$ cat src/rtl/uart_watch_pkg.sv
// Shared definitions for the UART watch path: datapath widths and the
// ASCII command bytes recognised by the decoder.
package uart_watch_pkg;

    localparam int UART_DATA_W      = 8;
    localparam int UART_FIFO_ADDR_W = 4;

    localparam logic [7:0] CMD_R_UP = 8'h52;
    localparam logic [7:0] CMD_R_LO = 8'h72;
    localparam logic [7:0] CMD_C_UP = 8'h43;
    localparam logic [7:0] CMD_C_LO = 8'h63;
    localparam logic [7:0] CMD_H_UP = 8'h48;
    localparam logic [7:0] CMD_H_LO = 8'h68;
    localparam logic [7:0] CMD_M_UP = 8'h4D;
    localparam logic [7:0] CMD_M_LO = 8'h6D;
    localparam logic [7:0] CMD_S_UP = 8'h53;
    localparam logic [7:0] CMD_S_LO = 8'h73;

endpackage

$ cat src/rtl/fifo_regfile.sv
// Storage for the receive FIFO: synchronous write, asynchronous read.
// The array is deliberately left without reset.
module fifo_regfile #(
    parameter int DATA_W = 8,
    parameter int ADDR_W = 4
) (
    input  logic              clk,
    input  logic              we,
    input  logic [ADDR_W-1:0] waddr,
    input  logic [DATA_W-1:0] wdata,
    input  logic [ADDR_W-1:0] raddr,
    output logic [DATA_W-1:0] rdata
);

    localparam int DEPTH = 1 << ADDR_W;

    logic [DATA_W-1:0] mem_q [DEPTH];
    logic [DATA_W-1:0] mem_d [DEPTH];

    always_comb begin
        mem_d = mem_q;
        if (we) begin
            mem_d[waddr] = wdata;
        end
    end

    always_ff @(posedge clk) begin
        mem_q <= mem_d;
    end

    assign rdata = mem_q[raddr];

endmodule

$ cat src/rtl/uart_rx_fifo.sv
// First-word-fall-through byte FIFO between the UART receiver and the command
// decoder. Define UART_RX_FIFO_ERR_EN to add sticky overflow/underflow flags.
module uart_rx_fifo
    import uart_watch_pkg::*;
#(
    parameter int DATA_W = UART_DATA_W,
    parameter int ADDR_W = UART_FIFO_ADDR_W
) (
    input  logic              clk,
    input  logic              reset,
    input  logic              wr_en,
    input  logic [DATA_W-1:0] wr_data,
    input  logic              rd_en,
    output logic [DATA_W-1:0] rd_data,
    output logic              empty,
    output logic              full,
    output logic [ADDR_W:0]   count
`ifdef UART_RX_FIFO_ERR_EN
    ,
    output logic              overflow,
    output logic              underflow
`endif
);

    logic [ADDR_W:0] wr_ptr_q, wr_ptr_d;
    logic [ADDR_W:0] rd_ptr_q, rd_ptr_d;
    logic            rd_accept;
    logic            wr_accept;

    // Extra MSB on each pointer separates full from empty when the low bits match.
    assign empty = (wr_ptr_q == rd_ptr_q);
    assign full  = (wr_ptr_q[ADDR_W-1:0] == rd_ptr_q[ADDR_W-1:0]) &&
                   (wr_ptr_q[ADDR_W] != rd_ptr_q[ADDR_W]);
    assign count = wr_ptr_q - rd_ptr_q;

    // A pop in the same cycle frees a slot, so a full FIFO still takes the write.
    assign rd_accept = rd_en && !empty;
    assign wr_accept = wr_en && (!full || rd_accept);

    always_comb begin
        wr_ptr_d = wr_ptr_q;
        rd_ptr_d = rd_ptr_q;
        if (wr_accept) begin
            wr_ptr_d = wr_ptr_q + 1'b1;
        end
        if (rd_accept) begin
            rd_ptr_d = rd_ptr_q + 1'b1;
        end
    end

    always_ff @(posedge clk or posedge reset) begin
        if (reset) begin
            wr_ptr_q <= '0;
            rd_ptr_q <= '0;
        end else begin
            wr_ptr_q <= wr_ptr_d;
            rd_ptr_q <= rd_ptr_d;
        end
    end

    fifo_regfile #(
        .DATA_W (DATA_W),
        .ADDR_W (ADDR_W)
    ) u_regfile (
        .clk   (clk),
        .we    (wr_accept),
        .waddr (wr_ptr_q[ADDR_W-1:0]),
        .wdata (wr_data),
        .raddr (rd_ptr_q[ADDR_W-1:0]),
        .rdata (rd_data)
    );

`ifdef UART_RX_FIFO_ERR_EN
    logic overflow_q, overflow_d;
    logic underflow_q, underflow_d;

    always_comb begin
        overflow_d  = overflow_q  || (wr_en && full && !rd_accept);
        underflow_d = underflow_q || (rd_en && empty);
    end

    always_ff @(posedge clk or posedge reset) begin
        if (reset) begin
            overflow_q  <= 1'b0;
            underflow_q <= 1'b0;
        end else begin
            overflow_q  <= overflow_d;
            underflow_q <= underflow_d;
        end
    end

    assign overflow  = overflow_q;
    assign underflow = underflow_q;
`endif

endmodule

$ cat config.mk
export PLATFORM = sky130hd
export DESIGN_NAME = uart_rx_fifo
export DESIGN_NICKNAME = d
export VERILOG_FILES = /design/src/rtl/uart_watch_pkg.sv /design/src/rtl/fifo_regfile.sv /design/src/rtl/uart_rx_fifo.sv
export SDC_FILE = /design/constraint.sdc
export NUM_CORES = 1
export LEC_CHECK = 0
export CAP_MARGIN = 20
export CORE_MARGIN = 2
export CORE_UTILIZATION = 45
export CTS_CLUSTER_SIZE = 16
export DETAILED_ROUTE_END_ITERATION = 12
export SYNTH_ARGS = -nofsm -noshare
export SYNTH_HDL_FRONTEND = slang
export SYNTH_SLANG_ARGS = --single-unit
$ cat constraint.sdc
create_clock -name clk -period 6.59 [get_ports clk]
set_input_delay 0.9885 -clock clk [delete_from_list [all_inputs] [get_ports clk]]
set_output_delay 0.9885 -clock clk [all_outputs]
set_load 0.1 [all_outputs]
==> results of run 1 <==
-- area by class of cell --
cell class	instances	area share [%]
flip-flops and latches	138	60.53
repair buffers	32	4.513
well taps	172	3.181
clock buffers	17	6.288
inverters	11	0.6103
clock inverters	15	3.033
multi-input cells	138	21.84
-- flip-flops by register name, indices dropped and copies added (netlist names) --
| signal | count |
|---|---|
| rd_ptr_q | 5 |
| wr_ptr_q | 5 |
| u_regfile.mem_q | 128 |
-- Yosys cell counts (all sizes together) --
cell | instances | area (um^2)
edfxtp | 128 | 3844
mux2i | 24 | 240.2
mux4 | 24 | 600.6
nor2 | 14 | 52.55
inv | 11 | 41.29
xnor2 | 11 | 96.34
dfrtp | 10 | 250.2
o21ai | 10 | 50.05
ha | 9 | 112.6
a22oi | 8 | 60.06
a32oi | 8 | 70.07
nand2 | 8 | 32.54
buf | 7 | 61.31
clkbuf | 7 | 30.03
nand4 | 4 | 31.28
nor3 | 4 | 20.02
a21o | 2 | 15.01
a21oi | 2 | 10.01
nand2b | 2 | 12.51
xor2 | 2 | 17.52
and2 | 1 | 6.260
and2b | 1 | 8.760
fa | 1 | 20.02
nand3 | 1 | 5.000
o21a | 1 | 7.510
o31a | 1 | 8.760
-- how the worst max path moves through the flow --
stage	slack [ns]	start	cells past startpoint	end
6_report	2.03	rd_ptr_q[1]$_DFFE_PP0P_	6	rd_data[1]
5_1_grt	1.89	rd_ptr_q[1]$_DFFE_PP0P_	6	rd_data[5]
4_1_cts	1.98	rd_ptr_q[1]$_DFFE_PP0P_	6	rd_data[2]
3_5_place_dp	2.45	rd_ptr_q[1]$_DFFE_PP0P_	6	rd_data[1]
3_3_place_gp	2.47	rd_ptr_q[1]$_DFFE_PP0P_	6	rd_data[1]
2_1_floorplan	2.66	rd_ptr_q[1]$_DFFE_PP0P_	7	count[3]
-- metal layers --
metal	global-route usage, %	vias to the layer above
met5	0	-
met4	7.373	0
met3	4.255	18
met2	27.25	66
met1	26.07	1475
li1	-	1288
-- placed cells by master (no fill, tap or decap), types with 9 or more instances in the layout --
master,count
clkbuf_16,17
clkdlybuf4s50_1,26
dfrtp_1,9
edfxtp_1,128
ha_1,9
inv_1,10
mux2i_1,24
mux4_1,16
nor2_1,14
xnor2_1,11
-- kinds of logic after synthesis --
family	share of synthesized area, %
compound gates	3.883
fa+ha+maj	2.325
xor+xnor	1.996
flops	71.77
mux	14.74
buf+inv	2.325
simple gates	2.961
-- metrics by stage --
stage	cell area [um^2]	instances	util (%)	worst slack [ns]	hold WS, ns
floorplan	5704	301	-	2.660	0.5014
global placement	6135	491	49.01	2.470	0.5243
detailed placement	6135	491	49.01	2.447	0.5249
CTS	6765	523	54.05	1.985	0.5382
global route	6765	523	54.05	1.888	0.5678
finish	6765	523	54.05	2.029	0.5371
==> results.sh, run 1 <==
export IMPL_status="complete, no violations"
export IMPL_area_growth_pct=18.60
export IMPL_drive_gt1_share_pct=13.68
export IMPL_crit_family="buffers and inverters"
export IMPL_die_area_um2=13590
export IMPL_multi_input_area_um2=1478
export IMPL_path_buf_inv=2
export IMPL_start_util_pct=45.57
export IMPL_met2_length_mm=5.494
export IMPL_fin_skew_ns=0.006448
export IMPL_fin_crit_sh_pct=69.21
export IMPL_core_um2=12520
export IMPL_worstMarginPinSlew_ns=0.9804
export IMPL_grt_pass1_wl_mm=17.19
export IMPL_grt_pass1_vias=2846
export IMPL_wl_met1_mm=5.310
export IMPL_syn_area_um2=5704
export IMPL_place_gp_congestion=0.7905
export IMPL_ys_warn_count=0
export IMPL_clockRootBuffer="clkbuf_16"
export IMPL_max_cap_violations=0
export IMPL_routed_wl_met3_um=380
export IMPL_hpwl_mm=7.157
export IMPL_num_rows=41
export IMPL_grtUsageTotal_pct=18.20
export IMPL_ant_nets=0
export IMPL_synthesis_nets=323
export IMPL_timing_hold_worst_start="wr_ptr_q[4]$_DFFE_PP0P_"
export IMPL_die_y_um=116.6
export IMPL_finalCriticalPeriod_ns=4.561
export IMPL_cp_cell_sequence="buf_4, mux2i_1, a22oi_1, a32oi_1, o21ai_1, clkdlybuf4s50_1"
export IMPL_routedWlPerCell_um=21.72
export IMPL_setup_violations=0
export IMPL_cp_start_kind="flip-flop"
export IMPL_rrSetupSlack_ns=3.29
export IMPL_crit_arrival_ns=3.57
export IMPL_synth_cell_types=34
export IMPL_cts_made_buffers=17
export IMPL_hold_end="wr_ptr_q[4]$_DFFE_PP0P_"
export IMPL_crit_path_max_incr_delay_ns=1.17
export IMPL_cp_max_fo=23
export IMPL_reg2reg_to="u_regfile.mem_q[53]$_DFFE_PP_"
export IMPL_vias_per_cell=5.444
export IMPL_grt_antenna_before_repair=0
export IMPL_place_port_buffers=26
export IMPL_whs_path_depth=1
export IMPL_route_detailed_drc=0
export IMPL_fillers=1034
export IMPL_vias=2847
export IMPL_seq_area_frac_synth_pct=71.77
export IMPL_grt_max_degree=30
export IMPL_top_layer_used="met4"
export IMPL_end_kind="output pin"
export IMPL_cp_data_required_time_ns=5.60
export IMPL_cts_sinks=138
export IMPL_hold_class="flip-flop to flip-flop"
export IMPL_syn_inst=301
export IMPL_drv_slew=0
export IMPL_post_cts_setup_buffers=0
export IMPL_fin_tns_setup_ns=0
export IMPL_cts_tree="yes"
export IMPL_hold_viol_final=0
export IMPL_overflow=0
export IMPL_cp_slowest_cell="clkdlybuf4s50_1"
export IMPL_rsz0062_at_grt="no"
export IMPL_syn_avg_cell_area_um2=18.95
export IMPL_ios=27
export IMPL_final_nets=360
export IMPL_synth_seq_cells=138
export IMPL_cts_hold_buf=0
export IMPL_clock_path_buffers=2
export IMPL_seqCellArea_um2=4095
export IMPL_die_w_um=116.6
export IMPL_clock_latency_ns=0.41
export IMPL_drtIter0Drc=218
export IMPL_timing_rr_start="rd_ptr_q[3]$_DFFE_PP0P_"
export IMPL_path_class="flip-flop to output pin"
export IMPL_drt_first_pass_iters=4
export IMPL_num_antenna_cells=0
export IMPL_cts_resized=0
export IMPL_max_freq_mhz=219.2
export IMPL_h_tree_depth=4
export IMPL_maxSlewHeadroom_pct=34.44
export IMPL_wl_mm=11.36
export IMPL_ff2ff_path_depth=6
export IMPL_clk_pin_slew_worst_paths_ns=0.06
Power of run 1 is not shown: default switching activity piles up to over one toggle a cycle in this logic, so the estimate is an artifact.
==> run 2: changes to the inputs <==
==> constraint.sdc (replaced) <==
create_clock -name clk -period 4.6 [get_ports clk]
set_input_delay 0.69 -clock clk [delete_from_list [all_inputs] [get_ports clk]]
set_output_delay 0.69 -clock clk [all_outputs]
set_load 0.1 [all_outputs]
==> run 2 against run 1 <==
Net effect: flip-flop and latch count did not move; routed wire length increased by 3.6%; die area unchanged; global-route usage increased by 0.87 points.
==> results.sh, run 2 (synthesized netlist as in run 1, its figures left out) <==
export IMPL_cp_start_kind="flip-flop"
export IMPL_cts_hold_buf=0
export IMPL_end_kind="output pin"
export IMPL_route_detailed_drc=0
export IMPL_vias_per_cell=5.486
export IMPL_die_y_um=116.6
export IMPL_grtUsageTotal_pct=19.07
export IMPL_fin_skew_ns=0.009548
export IMPL_start_util_pct=45.57
export IMPL_grt_pass1_wl_mm=17.58
export IMPL_area_growth_pct=18.25
export IMPL_fin_area_um2=6745
export IMPL_drtIter0Drc=215
export IMPL_die_area_um2=13590
export IMPL_grt_antenna_before_repair=0
export IMPL_met2_length_mm=5.744
export IMPL_status="complete, no violations"
export IMPL_cts_resized=0
export IMPL_finalCriticalPeriod_ns=3.650
export IMPL_rsz0062_at_grt="no"
export IMPL_hold_viol_final=0
export IMPL_cp_max_fo=16
export IMPL_drt_first_pass_iters=4
export IMPL_place_gp_congestion=0.7912
export IMPL_drive_gt1_share_pct=17.46
export IMPL_clock_latency_ns=0.42
export IMPL_die_w_um=116.6
export IMPL_hpwl_mm=7.526
export IMPL_num_antenna_cells=0
export IMPL_clock_path_buffers=2
export IMPL_reg_top3="u_regfile.mem_q: 128 flops, rd_ptr_q: 5 flops, wr_ptr_q: 5 flops"
export IMPL_maxSlewHeadroom_pct=41.62
export IMPL_timing_rr_start="rd_ptr_q[3]$_DFFE_PP0P_"
export IMPL_num_rows=41
export IMPL_worstMarginPinSlew_ns=0.8757
export IMPL_overflow=0
export IMPL_max_freq_mhz=274.0
export IMPL_h_tree_depth=4
export IMPL_ant_nets=0
export IMPL_clockRootBuffer="clkbuf_16"
export IMPL_cts_tree="yes"
export IMPL_fin_crit_sh_pct=79.35
export IMPL_cts_made_buffers=17
export IMPL_max_cap_violations=0
export IMPL_setup_violations=0
export IMPL_final_nets=364
export IMPL_routed_wl_met3_um=742
export IMPL_wl_mm=11.77
export IMPL_max_flop_register="u_regfile.mem_q"
export IMPL_drv_slew=0
export IMPL_top_layer_used="met4"
export IMPL_fin_tns_setup_ns=0
export IMPL_grt_max_degree=24
export IMPL_postPlaceCellArea_um2=6127
export IMPL_cp_data_required_time_ns=3.91
export IMPL_post_cts_setup_buffers=0
export IMPL_vias=2891
export IMPL_crit_start="rd_ptr_q[0]$_DFFE_PP0P_"
export IMPL_clk_pin_slew_worst_paths_ns=0.06
export IMPL_routedWlPerCell_um=22.33
export IMPL_grt_pass1_vias=2866
export IMPL_largest_register_ffs=128
export IMPL_cts_sinks=138
export IMPL_wl_met1_mm=5.126
export IMPL_core_um2=12520
export IMPL_fillers=1011
export IMPL_path_class="flip-flop to output pin"
export IMPL_ios=27
export IMPL_place_port_buffers=26
export IMPL_final_common_cell="edfxtp_1"
export IMPL_crit_arrival_ns=2.96
export IMPL_mostFrequentLayoutCells="edfxtp_1, buf_4, mux2i_1"
export IMPL_hold_class="flip-flop to flip-flop"
export IMPL_timing_hold_worst_start="wr_ptr_q[4]$_DFFE_PP0P_"
## run 2: changes by cell type in the layout (fill, tap and decap cells not counted), sizes merged
cell / previous run / this run
buf: 6 / 25
clkdlybuf4s50: 26 / 11
clkbuf: 17 / 23
clkinv: 8 / 3
clkinvlp: 2 / 1
## run 2: metal layers
| metal | global-route usage (%) | vias up |
|---|---|---|
| met5 | 0 | - |
| met4 | 7.137 | 0 |
| met3 | 5.708 | 9 |
| met2 | 29.07 | 81 |
| met1 | 26.27 | 1503 |
| li1 | - | 1298 |
## run 2: layout make-up
| cell class | instances | area (um^2) | share of cell area (%) |
|---|---|---|---|
| Tap cell | 172 | 215.2 | 3.190 |
| Inverter | 11 | 41.29 | 0.6121 |
| Clock inverter | 9 | 170.2 | 2.523 |
| Timing Repair Buffer | 36 | 297.8 | 4.415 |
| Multi-Input combinational cell | 138 | 1478 | 21.91 |
| Clock buffer | 23 | 447.9 | 6.641 |
| Sequential cell | 138 | 4095 | 60.71 |
## run 2: worst max-delay path, stage by stage (launching register included)
cell	delay [ns]
dfrtp_1	0.91
buf_4	0.42
mux4_1	0.63
a32oi_1	0.18
o21ai_1	0.13
buf_4	0.26
## run 2: worst paths after layout
check	to	slack (ns)	cells after the start
worst min-delay path	wr_ptr_q[4]$_DFFE_PP0P_	0.53	1
worst max-delay path	rd_data[5]	0.95	5
worst min register to register	wr_ptr_q[4]$_DFFE_PP0P_	0.53	1
max in group asynchronous	rd_ptr_q[1]$_DFFE_PP0P_	3.71	2
worst max register to register	u_regfile.mem_q[27]$_DFFE_PP_	1.48	6
min in group asynchronous	wr_ptr_q[3]$_DFFE_PP0P_	0.57	2
## run 2: metrics by stage
step	setup slack (ns)	cells	hold slack [ns]	utilization, %
after floorplan	0.9680	301	0.5014	-
after global placement	1.342	495	0.5152	48.95
after detailed placement	1.348	495	0.5275	48.95
after CTS	0.8880	527	0.5361	53.89
after global routing	0.7992	527	0.5561	53.89
final	0.9497	527	0.5310	53.89
Power of run 2 is left out for the same reason.
==> patch: new RTL, settings of run 2 <==
Set the package constant `UART_DATA_W` to 9 (it was 8).
--- a/src/rtl/uart_watch_pkg.sv
+++ b/src/rtl/uart_watch_pkg.sv
@@ -4,3 +4,3 @@
 
-    localparam int UART_DATA_W      = 8;
+    localparam int UART_DATA_W      = 9;
     localparam int UART_FIFO_ADDR_W = 4;
Interface: changed (resized rd_data and wr_data); port bits go from 27 to 29. The function was not compared with the original's and may differ.
==> patch against run 2 <==
- cell area is 7.8% higher
- setup slack better by 0.062 ns
- sequential cell count rose by 16
- register-to-register slack lost 0.24 ns
- sequential share of layout area is 2.2 points higher
- worst hold slack better by 0.0047 ns
- wire length grew 9.7%
- core utilization shrank 0.87 points
- global-route usage down 0.12 points
- synthesized area is 9.7% higher
- non-clock buffer count down 2
Power is left out: the tool's default activity adds up to more than one toggle a clock period on the data nets, which glitch-free logic cannot reach.
==> patch: results (changes against run 2) <==
synth:
  avgSynthCellArea_um2: 19.20  # was 18.95 µm²
  synth_common_cells: "144 x edfxtp_1, 27 x mux2i_1, 27 x mux4_2"  # was 128 x edfxtp_1, 24 x mux2i_1, 16 x mux4_1
  synthArstFlopShare_pct: 6.494  # was 7.246%
  synth_cell_types: 36  # was 34
  syn-num-nets: 349  # was 323
  synthTopCellsByArea: "edfxtp_1 69%, mux4_2 9.7%, mux2i_1 4.3%"  # was edfxtp_1 67%, mux4_1 7.4%, dfrtp_1 4.4%
  yosysSeqAreaShare_pct: 73.09  # was 71.77%
  synth-edff-count: 144  # was 128
setup_path:
  crit_fanout: 4  # was 16
  r2r_end: "u_regfile.mem_q[65]"  # was u_regfile.mem_q[27]
  arrival_ns: 2.90  # was 2.96 ns
  crit_start: "wr_ptr_q[0]"  # was rd_ptr_q[0]
  reg2reg_depth: 7  # was 6
  reg2reg_slack_ns: 1.24  # was 1.48 ns
  r2r_start: "rd_ptr_q[1]"  # was rd_ptr_q[3]
detailed_routing:
  vias: 3037  # was 2891
  drt_wl_total_um: 12900  # was 11770 µm
  drt-initial-drc-count: 217  # was 215
  drt_first_pass_iters: 5  # was 4
clock_tree:
  postCtsSetupBuffers: 0  # unchanged
  clk_latency_ns: 0.42  # about the same
  cts_buffers: 17  # unchanged
global_route:
  grt_max_degree: 49  # was 24
  grt_usage_pct: 18.95  # was 19.07%
  grt_pass1_vias: 3082  # was 2866
  grt_pass1_wl_um: 19400  # was 17580 µm
timing:
  tightest_slew_ns: 0.9748  # was 0.8757 ns
  whs_ns: 0.5357  # was 0.5310 ns
  clock_skew_ns: 0.01123  # was 0.009548 ns
status:
  status: "completed"  # unchanged
hold_path:
  hold_class: "flop to flop"  # unchanged
place:
  place.gp.congestion: 0.8271  # was 0.7912
  post-place-cells: 526  # was 495
  post-dp-hpwl_um: 8489  # was 7526 µm
  place_ws_ns: 1.130  # was 1.348 ns
  place_area_um2: 6690  # was 6127 µm²
  port_buffers: 28  # was 26
finish:
  final_cells: 558  # was 527
  drive_above_1_share_pct: 21.16  # was 17.46%
  biggestRegsByFlops: "u_regfile.mem_q (144), rd_ptr_q (5), wr_ptr_q (5)"  # was u_regfile.mem_q (128), rd_ptr_q (5), wr_ptr_q (5)
  layout.nets: 388  # was 364
patch: changes by cell type after synthesis, sizes merged, moves of 3 or more:
cell	change
buf	+4
clkbuf	-4
edfxtp	+16
mux2i	+3
mux4	+3
patch: worst max-delay path by stage:
stage                           to  slack, ns  cells past startpoint
2_1_floorplan             count[3]       1.03                      7
3_3_place_gp   u_regfile.mem_q[56]       1.26                      7
3_5_place_dp   u_regfile.mem_q[68]       1.13                      7
4_1_cts                   count[2]        1.0                      5
5_1_grt                   count[2]       0.84                      4
6_report                  count[2]       1.01                      5
patch: area by class of cell:
cell class / count / area, µm²
Sequential cell: 154 / 4577
Multi-Input combinational cell: 147 / 1554
Inverter: 11 / 41.29
Tap cell: 180 / 225.2
Clock buffer: 18 / 429.2
Timing Repair Buffer: 34 / 292.8
Fill cell: 1119 / 6446
Clock inverter: 14 / 153.9
patch: worst max-delay path, stage by stage, from the launching register on:
cell	delay (ns)
dfrtp_1	0.41
inv_1	0.12
ha_1	0.23
fa_1	0.41
xnor2_1	0.16
clkdlybuf4s50_1	1.15
patch: routing by layer:
layer | vias up | routed length, µm | part of all wire (%) | GRT usage [%]
li1 | 1389 | - | - | -
met5 | - | 0 | 0 | 0
met1 | 1574 | 5733 | 44 | 25.31
met4 | 0 | 126 | 0.98 | 6.250
met2 | 64 | 6658 | 52 | 31.22
met3 | 10 | 385 | 3.0 | 4.073
patch: cells by family after synthesis:
group	Yosys count	synth area share, %
multiplexers	54	14.03
AO/OA/AOI/OAI	35	3.878
AND/OR/NAND/NOR	35	2.979
XOR/XNOR	13	1.819
buffers and inverters	25	2.079
flip-flops	154	73.09
adder cells (fa/ha/maj)	10	2.119
